[src/rtl/temp_alert_pkg.sv]
// Shared types and constants for temp_alert_monitor and its debounce FSM.
package temp_alert_pkg;

   typedef enum logic [1:0] {
      ST_NORMAL  = 2'd0,
      ST_PEND_HI = 2'd1,
      ST_ALERT   = 2'd2,
      ST_PEND_LO = 2'd3
   } alert_state_e;

   localparam int DEF_DATA_W = 12;
   localparam int CNT_W      = 4;

   // Most-negative two's complement value of a w-bit sample, right-aligned in 32 bits.
   function automatic logic [31:0] min_temp(input int w);
      return 32'd1 << (w - 1);
   endfunction

   function automatic logic state_is_alert(input alert_state_e s);
      return (s == ST_ALERT) || (s == ST_PEND_LO);
   endfunction

endpackage

[src/rtl/temp_alert_fsm.sv]
// Hot/cool debounce state machine with hysteresis; pulses toggle on every
// change of the alert level it implies.
module temp_alert_fsm
   import temp_alert_pkg::*;
#(
   parameter int DEBOUNCE = 3
) (
   input  logic         clk,
   input  logic         rst,
   input  logic         strobe,
   input  logic         hot,
   input  logic         cool,
   output alert_state_e state,
   output logic         toggle
);

   localparam logic [CNT_W-1:0] DEB_C = CNT_W'(DEBOUNCE);

   alert_state_e     state_r;
   alert_state_e     state_nxt_s;
   logic [CNT_W-1:0] cnt_r;
   logic [CNT_W-1:0] cnt_nxt_s;
   logic [CNT_W-1:0] cnt_inc_s;

   assign cnt_inc_s = cnt_r + 4'd1;

   // Next state: only the flag that could change the current level is examined.
   always_comb begin
      state_nxt_s = state_r;
      cnt_nxt_s   = cnt_r;
      if (strobe) begin
         case (state_r)
            ST_NORMAL: begin
               if (hot) begin
                  cnt_nxt_s   = 4'd1;
                  state_nxt_s = (DEB_C == 4'd1) ? ST_ALERT : ST_PEND_HI;
               end else begin
                  state_nxt_s = ST_NORMAL;
               end
            end
            ST_PEND_HI: begin
               if (hot) begin
                  cnt_nxt_s   = cnt_inc_s;
                  state_nxt_s = (cnt_inc_s >= DEB_C) ? ST_ALERT : ST_PEND_HI;
               end else begin
                  cnt_nxt_s   = 4'd0;
                  state_nxt_s = ST_NORMAL;
               end
            end
            ST_ALERT: begin
               if (cool) begin
                  cnt_nxt_s   = 4'd1;
                  state_nxt_s = (DEB_C == 4'd1) ? ST_NORMAL : ST_PEND_LO;
               end else begin
                  state_nxt_s = ST_ALERT;
               end
            end
            ST_PEND_LO: begin
               if (cool) begin
                  cnt_nxt_s   = cnt_inc_s;
                  state_nxt_s = (cnt_inc_s >= DEB_C) ? ST_NORMAL : ST_PEND_LO;
               end else begin
                  cnt_nxt_s   = 4'd0;
                  state_nxt_s = ST_ALERT;
               end
            end
            default: begin
               cnt_nxt_s   = 4'd0;
               state_nxt_s = ST_NORMAL;
            end
         endcase
      end else begin
         state_nxt_s = state_r;
      end
   end

   // State and debounce count registers.
   always_ff @(posedge clk) begin
      if (rst) begin
         state_r <= ST_NORMAL;
         cnt_r   <= 4'd0;
      end else begin
         state_r <= state_nxt_s;
         cnt_r   <= cnt_nxt_s;
      end
   end

   assign state  = state_r;
   assign toggle = state_is_alert(state_nxt_s) ^ state_is_alert(state_r);

endmodule

[src/rtl/temp_alert_monitor.sv]
// Temperature threshold monitor: sample handshake, debounced alert, sticky IRQ,
// last/peak registers. Stale-sample watchdog built when TEMP_ALERT_WATCHDOG_EN is defined.
module temp_alert_monitor
   import temp_alert_pkg::*;
#(
   parameter int DATA_W    = DEF_DATA_W,
   parameter int DEBOUNCE  = 3,
   parameter int WD_CYCLES = 50_000_000
) (
   input  logic              FAB_CCC_GL0,
   input  logic              FAB_RESET,
   input  logic              SAMPLE_VALID,
   input  logic [DATA_W-1:0] SAMPLE_DATA,
   output logic              SAMPLE_READY,
   input  logic [DATA_W-1:0] THRESH_HI,
   input  logic [DATA_W-1:0] THRESH_LO,
   input  logic              IRQ_ACK,
   input  logic              PEAK_CLR,
   output logic              ALERT,
   output logic              ALERT_IRQ,
   output logic [DATA_W-1:0] LAST_TEMP,
   output logic [DATA_W-1:0] MAX_TEMP,
   output logic              STALE
);

   localparam logic [31:0]       MIN_TEMP_W = min_temp(DATA_W);
   localparam logic [DATA_W-1:0] MIN_TEMP_C = MIN_TEMP_W[DATA_W-1:0];

   logic              accept_s;
   logic              busy_r;
   logic [DATA_W-1:0] s1_data_r;
   logic              s1_hot_r;
   logic              s1_cool_r;
   logic [DATA_W-1:0] last_r;
   logic [DATA_W-1:0] max_r;
   logic [DATA_W-1:0] max_nxt_s;
   logic              alert_r;
   logic              alert_nxt_s;
   logic              irq_r;
   logic              irq_set_s;
   alert_state_e      fsm_state_s;
   logic              fsm_toggle_s;
   logic              fsm_alert_nxt_s;

   // busy doubles as the stage-2 strobe: it is high exactly in the cycle after an accept.
   assign accept_s     = SAMPLE_VALID & ~busy_r;
   assign SAMPLE_READY = ~busy_r;

   // Stage 1: capture the sample and compare against the thresholds present on the accept edge.
   always_ff @(posedge FAB_CCC_GL0) begin
      if (FAB_RESET) begin
         busy_r    <= 1'b0;
         s1_data_r <= {DATA_W{1'b0}};
         s1_hot_r  <= 1'b0;
         s1_cool_r <= 1'b0;
      end else begin
         busy_r <= accept_s;
         if (accept_s) begin
            s1_data_r <= SAMPLE_DATA;
            s1_hot_r  <= $signed(SAMPLE_DATA) >= $signed(THRESH_HI);
            s1_cool_r <= $signed(SAMPLE_DATA) < $signed(THRESH_LO);
         end
      end
   end

   temp_alert_fsm #(
      .DEBOUNCE (DEBOUNCE)
   ) u_fsm (
      .clk    (FAB_CCC_GL0),
      .rst    (FAB_RESET),
      .strobe (busy_r),
      .hot    (s1_hot_r),
      .cool   (s1_cool_r),
      .state  (fsm_state_s),
      .toggle (fsm_toggle_s)
   );

   assign fsm_alert_nxt_s = state_is_alert(fsm_state_s) ^ fsm_toggle_s;

`ifdef TEMP_ALERT_WATCHDOG_EN
   localparam int              WD_W      = (WD_CYCLES > 1) ? $clog2(WD_CYCLES) : 1;
   localparam logic [WD_W-1:0] WD_LAST_C = WD_W'(WD_CYCLES - 1);

   logic [WD_W-1:0] wd_cnt_r;
   logic            wd_hit_s;
   logic            stale_r;
   logic            stale_nxt_s;

   assign wd_hit_s = (wd_cnt_r == WD_LAST_C) & ~accept_s;

   // A sample reaching stage 2 clears STALE; otherwise the timeout sets it.
   always_comb begin
      stale_nxt_s = stale_r;
      if (busy_r) begin
         stale_nxt_s = 1'b0;
      end else if (wd_hit_s) begin
         stale_nxt_s = 1'b1;
      end else begin
         stale_nxt_s = stale_r;
      end
   end

   // Timer saturates at its terminal count so a long silence cannot wrap back to fresh.
   always_ff @(posedge FAB_CCC_GL0) begin
      if (FAB_RESET) begin
         wd_cnt_r <= {WD_W{1'b0}};
         stale_r  <= 1'b0;
      end else begin
         stale_r <= stale_nxt_s;
         if (accept_s) begin
            wd_cnt_r <= {WD_W{1'b0}};
         end else if (wd_cnt_r != WD_LAST_C) begin
            wd_cnt_r <= wd_cnt_r + WD_W'(1'b1);
         end
      end
   end

   // While stale, ALERT is forced high; leaving stale raises an IRQ only if ALERT drops.
   assign alert_nxt_s = stale_nxt_s | fsm_alert_nxt_s;
   assign irq_set_s   = (stale_nxt_s & ~stale_r)
                      | (~stale_r & ~stale_nxt_s & fsm_toggle_s)
                      | (stale_r & ~stale_nxt_s & ~fsm_alert_nxt_s);
   assign STALE       = stale_r;
`else
   assign alert_nxt_s = fsm_alert_nxt_s;
   assign irq_set_s   = fsm_toggle_s;
   assign STALE       = 1'b0;
`endif

   // Peak tracker; a clear coinciding with a stage-2 sample takes that sample.
   always_comb begin
      max_nxt_s = max_r;
      if (PEAK_CLR) begin
         max_nxt_s = busy_r ? s1_data_r : MIN_TEMP_C;
      end else if (busy_r && ($signed(s1_data_r) > $signed(max_r))) begin
         max_nxt_s = s1_data_r;
      end else begin
         max_nxt_s = max_r;
      end
   end

   // Stage 2 output registers; a set beats a simultaneous acknowledge.
   always_ff @(posedge FAB_CCC_GL0) begin
      if (FAB_RESET) begin
         alert_r <= 1'b0;
         irq_r   <= 1'b0;
         last_r  <= {DATA_W{1'b0}};
         max_r   <= MIN_TEMP_C;
      end else begin
         alert_r <= alert_nxt_s;
         irq_r   <= irq_set_s | (irq_r & ~IRQ_ACK);
         max_r   <= max_nxt_s;
         if (busy_r) begin
            last_r <= s1_data_r;
         end
      end
   end

   assign ALERT     = alert_r;
   assign ALERT_IRQ = irq_r;
   assign LAST_TEMP = last_r;
   assign MAX_TEMP  = max_r;

endmodule

[config.mk]
export PLATFORM = sky130hd
export DESIGN_NAME = temp_alert_monitor
export DESIGN_NICKNAME = d
export VERILOG_FILES = /design/src/rtl/temp_alert_pkg.sv /design/src/rtl/temp_alert_fsm.sv /design/src/rtl/temp_alert_monitor.sv
export SDC_FILE = /design/constraint.sdc
export NUM_CORES = 1
export LEC_CHECK = 0
export ABC_CLOCK_PERIOD_IN_PS = 2100
export BUFFER_PORTS_ARGS = -buffer_cell sky130_fd_sc_hd__buf_2
export CAP_MARGIN = 10
export CORE_AREA = 2 2 74 90
export CTS_BUF_LIST = sky130_fd_sc_hd__clkbuf_8
export DETAILED_ROUTE_END_ITERATION = 10
export DIE_AREA = 0 0 76 92
export GPL_ROUTABILITY_DRIVEN = 0
export PLACE_DENSITY = 0.68
export RECOVER_POWER = 100
export SETUP_SLACK_MARGIN = 0.4
export SLEW_MARGIN = 25
export SYNTH_ARGS = -nofsm -noshare
export SYNTH_HDL_FRONTEND = slang
export SYNTH_SLANG_ARGS = --single-unit
[constraint.sdc]
create_clock -name FAB_CCC_GL0 -period 2.1 [get_ports FAB_CCC_GL0]
set_clock_uncertainty 0.05 [all_clocks]
set_input_delay 0.315 -clock FAB_CCC_GL0 [delete_from_list [all_inputs] [get_ports FAB_CCC_GL0]]
set_output_delay 0.315 -clock FAB_CCC_GL0 [all_outputs]
set_load 0.01 [all_outputs]
==> impl_metrics.ini, run 1 <==
[synthesis]
ys_dominant_reg_cell = dfxtp_1
synth_largest_type_area_fraction = 0.354
synth_simple_gate_area_frac = 0.126
synth_edf_count = 0
netlist_instances = 314
synthesis.area_um2 = 2660
synth_fa_ha_area_frac = 0.174
ys_ff_latch = 47
synth_area_in_compound_gates = 0.188
mappedNetlistNets = 392
synth_area_per_cell_um2 = 8.47
muxShareOfSynthArea = 0.0569
yosysWarnings = 0
async_reset_ff_frac = 0
synth.lib_cells_used.distinct = 44
synth_top_family_by_area = compound AO/OA/AOI/OAI gates
synth_xor_xnor_area_share = 0.00329
synth-seq-area-share = 0.354
synth_area_leader_cell = dfxtp_1
synth.top_cells.by_area = dfxtp_1, ha_1, inv_1, mux2i_1, a21oi_1

[floorplan]
io_pins = 69
die_area_um2 = 6990
core_area_um2 = 6210
die_h_um = 92
floorplan.initialDensity = 0.428
width_of_the_die_um = 76
num_rows = 32

[final_layout]
number_of_fillers_in_the_final_layout = 574
final_core_utilization = 0.564
synthToLayoutAreaGrowth_pct = 31.5
drive_gt1_frac = 0.285
nets = 474
multi_input_area_um2 = 1670
num_antenna_cells = 0
final-seq-area_um2 = 948

[timing]
min_period_ns = 1.95
final.setup.tns_ns = 0
max_freq_ghz = 0.514
tightestPinTransition_ns = 0.601
slew_violations = 0
min_period_over_period = 0.927
hold_viol_final = 0
number_of_setup_violations_in_the_final_report = 0
rsz0062_at_grt = yes
worst_slew_margin_rel = 0.589

[cts]
clk_root_buffer_cell = clkbuf_8
worst_skew_pair.late_latency_ns = 0.30
cts_hold_buf = 0
cts-buffers-inserted = 5
cts_max_level = 2
cts.clk_slew.worst_paths_ns = 0.09
cts_tree = done
cts_buffer_depth = 2
cts_num_sinks = 47

[setup_path]
crit_fanout = 12
worstPathBufferInverterCount = 2
path_delay_family = compound AO/OA/AOI/OAI gates
critPathKind = reg -> reg
worst_setup_path_start_kind = flip-flop
worst-r2r-cell-count = 8
worst_path_max_delay_cell = dfxtp_1
cpPeakStageDelay_ns = 0.35
endpoint_kind = flip-flop
worstPathCellList = inv_2 > ha_4 > nor2b_1 > o211ai_1 > a211o_1 > a31oi_4 > buf_12 > o32a_1
timing.critical_path.arrival_ns = 2.08
worst-endpoint-required_ns = 2.24
worstSetupPathDepth = 8

[place]
numPortBuffers = 67
place_hpwl_um = 4660

[global_routing]
global_route_total_usage_across_every_layer = 0.178
grt_overflow = 0
antenna_found_initial = 0
grt_pass1_vias = 2259
grt_start_max_net_pins = 21
grt_pass1_wl_um = 10300

[flow_run]
drv.max_cap_violation_count = 0

[detailed_routing]
drt_iter0_drc = 67
detailedRoute.firstPassIterationCount = 4
postRouteAntennaNets = 0
drc = 0
drt-wirelength-per-cell_um = 12.9
drt-vias-per-instance = 4.96
wl_um = 6190
routed-via-count = 2389

[power_and_ir_drop]
irDropWorstVdd_mv = 0.336
leakagePower_nw = 1.58
power_per_cell_area_nw_per_um2 = 554

[status]
result_of_the_run = finished, final reports clean

[min_path]
holdCritPathClass = in -> reg
min_delay_path_depth = 3
[power by group]
group / internal (W) / switching, W
clock: 0.000269 / 0.000311
sequential: 0.000923 / 0.0000273
combinational: 0.000190 / 0.000218
[per-layer routing]
metal	GRT usage	share of wire	vias to the layer above
met4	0.0561	0.012	0
met1	0.242	0.47	1067
li1	-	-	1246
met2	0.296	0.47	69
met3	0.0217	0.043	7
met5	0	0	-
[placed cells by master (no fill, tap or decap), types with 9 or more instances in the layout]
| cell type | instances |
|---|---|
| ha_1 | 26 |
| mux2i_1 | 14 |
| ha_4 | 10 |
| clkbuf_1 | 18 |
| buf_4 | 17 |
| inv_2 | 11 |
| nor2_1 | 21 |
| a21oi_1 | 26 |
| buf_2 | 51 |
| o32ai_1 | 9 |
| dfxtp_1 | 41 |
| nand2_1 | 33 |
| inv_1 | 41 |
[path summary, 6_finish.rpt]
check                                                  end  slack [ns]                  startpoint
worst max-delay path             MAX_TEMP[11]$_SDFFE_PP1P_        0.15    MAX_TEMP[1]$_SDFFE_PP0P_
worst max register to register   MAX_TEMP[11]$_SDFFE_PP1P_        0.15    MAX_TEMP[1]$_SDFFE_PP0P_
worst min register to register  LAST_TEMP[10]$_SDFFE_PP0P_        0.44  LAST_TEMP[10]$_SDFFE_PP0P_
worst min-delay path             s1_data_r[1]$_SDFFE_PP0P_        0.23              SAMPLE_DATA[1]
[synthesized netlist by cell type, types with 3 or more instances]
cell type	count
nor2b_1	4
buf_2	4
ha_1	37
a31oi_1	3
o21ai_0	3
nand2b_1	4
a21oi_1	26
mux2i_1	14
inv_1	51
nand2_1	33
clkbuf_1	6
o21ai_1	4
nand4_1	5
a21o_1	7
o32ai_1	11
dfxtp_1	47
nor2_1	21
[metrics by stage]
step	power, W	hold slack, ns	worst slack [ns]	std cells	cell area (um2)
4_1_cts	0.00194	0.228	0.225	479	3450
5_1_grt	0.00204	0.246	0.0735	482	3500
3_3_place_gp	0.00133	0.412	0.0812	467	3270
2_1_floorplan	0.00120	0.399	0.371	314	2790
6_report	0.00194	0.230	0.153	482	3500
3_5_place_dp	0.00134	0.419	0.0566	467	3270
[cells by family (layout without fill, tap and decap cells)]
| logic type | after synthesis | after routing |
|---|---|---|
| AOI/OAI and AO/OA | 72 | 73 |
| buffers and inverters | 66 | 148 |
| xor gates and xnor gates | 1 | 1 |
| DFF | 47 | 47 |
| muxes | 15 | 15 |
| adders and majority gates | 37 | 37 |
| and+or+nand+nor | 75 | 75 |
| other | 1 | 1 |
[worst min-delay path: cells and delay by family]
| family | cells | cell delay, ns |
|---|---|---|
| AND/OR/NAND/NOR | 1 | 0.06 |
| AO/OA/AOI/OAI | 1 | 0.05 |
| buffers and inverters | 1 | 0.12 |
[sequential cells by signal, summed over array words and instances, names as in the netlist]
register / flops
s1_data_r: 12
ALERT: 1
u_fsm.cnt_r: 4
MAX_TEMP: 12
LAST_TEMP: 12
s1_cool_r: 1
s1_hot_r: 1
busy_r: 1
u_fsm.state: 2
ALERT_IRQ: 1
[what timing repair did]
item,CTS,global route
setup endpoints to repair,15,16
setup buffers,4,2
resized for setup,10,14
pin swaps,1,9
cloned,0,1
[layout make-up]
cell class,instances,area share
Clock buffer,6,0.0236
Clock inverter,2,0.00465
Inverter,53,0.0576
Multi-Input combinational cell,202,0.478
Sequential cell,47,0.271
Tap cell,85,0.0304
Timing Repair Buffer,87,0.135
Power figures use the tool's default switching activity.
==> inputs of run 2 (changes only) <==
==> constraint.sdc (replaced) <==
create_clock -name FAB_CCC_GL0 -period 2.1 [get_ports FAB_CCC_GL0]
set_clock_uncertainty 0.05 [all_clocks]
set_input_delay 0.42 -clock FAB_CCC_GL0 [delete_from_list [all_inputs] [get_ports FAB_CCC_GL0]]
set_output_delay 0.42 -clock FAB_CCC_GL0 [all_outputs]
set_load 0.01 [all_outputs]
==> run 2 against run 1 <==
Effect of this change: fmax is 2.2% lower; combinational power is 4% higher; non-clock buffer count is 9 higher; largest power group unchanged.
==> impl_metrics.ini, run 2 (same netlist as run 1, synthesis figures left out) <==
[status]
result_of_the_run = finished, final reports clean

[setup_path]
crit_fanout = 7
endpoint_kind = flip-flop
ff2ff_setup_slack_ns = 0.11
critPathKind = reg -> reg
timing.critical_path.arrival_ns = 2.11
worst_setup_path_start_kind = flip-flop
worst-endpoint-required_ns = 2.22

[power_and_ir_drop]
netSwitchingFraction = 0.288
pwr-share-comb = 0.225
power_per_cell_area_nw_per_um2 = 529
clkPwrFrac = 0.272
design_power_total_w = 0.00189
power_report.internal_total_w = 0.00135
share_seq_of_total_power = 0.503
net_load_switching_power_w = 0.000546
leakagePower_nw = 1.62
irDropWorstVdd_mv = 0.309

[global_routing]
grt_pass1_wl_um = 10200
grt_pass1_vias = 2309
grt_overflow = 0
antenna_found_initial = 0
grt_start_max_net_pins = 36
global_route_total_usage_across_every_layer = 0.179

[detailed_routing]
drt-vias-per-instance = 4.92
drc = 0
drt_iter0_drc = 86
drt-wirelength-per-cell_um = 13.0
detailedRoute.firstPassIterationCount = 5
routed-via-count = 2409
wl_um = 6360
postRouteAntennaNets = 0

[final_layout]
nets = 482
drive_gt1_frac = 0.304
number_of_fillers_in_the_final_layout = 598
finish.cell_count_without_fillers = 490
num_antenna_cells = 0
mostFrequentLayoutCells = buf_2, inv_1, dfxtp_1, nand2_1, a21oi_1
final_common_cell = buf_2
synthToLayoutAreaGrowth_pct = 34.5

[timing]
number_of_setup_violations_in_the_final_report = 0
min_period_over_period = 0.948
worst_slew_margin_rel = 0.579
min_period_ns = 1.99
max_freq_ghz = 0.502
hold_viol_final = 0
tightestPinTransition_ns = 0.631
layout_setup_ws_ns = 0.109
rsz0062_at_grt = yes
slew_violations = 0

[cts]
worst_skew_pair.late_latency_ns = 0.29
cts.clk_slew.worst_paths_ns = 0.08
cts_buffer_depth = 2
cts_tree = done
cts_max_level = 2
cts-buffers-inserted = 5
clk_root_buffer_cell = clkbuf_8
cts_num_sinks = 47

[min_path]
holdCritPathClass = in -> reg

[floorplan]
floorplan.initialDensity = 0.428
width_of_the_die_um = 76
num_rows = 32
die_h_um = 92
io_pins = 69
die_area_um2 = 6990
core_area_um2 = 6210

[place]
dp_cells = 471
dpl_worst_slack_ns = -0.0563
numPortBuffers = 67
place_hpwl_um = 4830

[flow_run]
drv.max_cap_violation_count = 0
run 2: what timing repair did:
item | CTS | global route
pin swaps | 10 | 3
endpoints found under the setup margin | 15 | 17
gates cloned | 0 | 0
resized for setup | 15 | 5
hold buffers | 0 | 0
buffers inserted | 8 | 3
run 2: cell type report:
type | count | area [um2] | area share
clock buffers | 5 | 68.8 | 0.0192
repair buffers | 96 | 529 | 0.148
clock inverters | 3 | 12.5 | 0.00350
multi-input cells | 201 | 1700 | 0.475
flip-flops and latches | 47 | 951 | 0.266
well taps | 85 | 106 | 0.0297
inverters | 53 | 211 | 0.0591
run 2: through the flow:
| stage | utilization | setup TNS, ns | instance area (um2) | hold slack, ns |
|---|---|---|---|---|
| finish | 0.576 | 0 | 3580 | 0.337 |
| global route | 0.576 | 0 | 3580 | 0.342 |
| CTS | 0.582 | 0 | 3610 | 0.334 |
| detailed placement | 0.545 | -0.623 | 3380 | 0.422 |
| global placement | 0.545 | -0.113 | 3380 | 0.418 |
| floorplan | - | 0 | 2870 | 0.399 |
run 2: metal layers:
metal  vias to the layer above  wire length, um  part of all wire  global-route usage
li1                       1257                -                 -                   -
met1                      1080             2980              0.47               0.219
met2                        63             3020              0.47               0.309
met3                         9              267             0.042              0.0335
met4                         0               95             0.015              0.0742
met5                         -                0                 0                   0
run 2: path summary, 6_finish.rpt:
check | start | end | cells past startpoint
min reg2reg | s1_data_r[0]$_SDFFE_PP0P_ | s1_data_r[0]$_SDFFE_PP0P_ | 2
max reg2reg | MAX_TEMP[5]$_SDFFE_PP0P_ | MAX_TEMP[5]$_SDFFE_PP0P_ | 8
min | SAMPLE_DATA[0] | s1_data_r[0]$_SDFFE_PP0P_ | 3
max | MAX_TEMP[5]$_SDFFE_PP0P_ | MAX_TEMP[5]$_SDFFE_PP0P_ | 8
run 2: critical path, cell delays in order (launching register included):
cell      delay [ns]
dfxtp_1         0.34
inv_2           0.06
ha_4            0.26
nand4_1         0.19
o311ai_4        0.38
a21o_1          0.18
a41o_1          0.15
buf_6           0.16
o32ai_1         0.09
run 2: power by group through the flow:
stage,clock network [W],logic (W),registers [W]
detailed placement,0,0.000399,0.000971
finish,0.000515,0.000426,0.000952
CTS,0.000528,0.000435,0.000952
global route,0.000556,0.000476,0.000956
floorplan,0,0.000248,0.000973
global placement,0,0.000390,0.000970
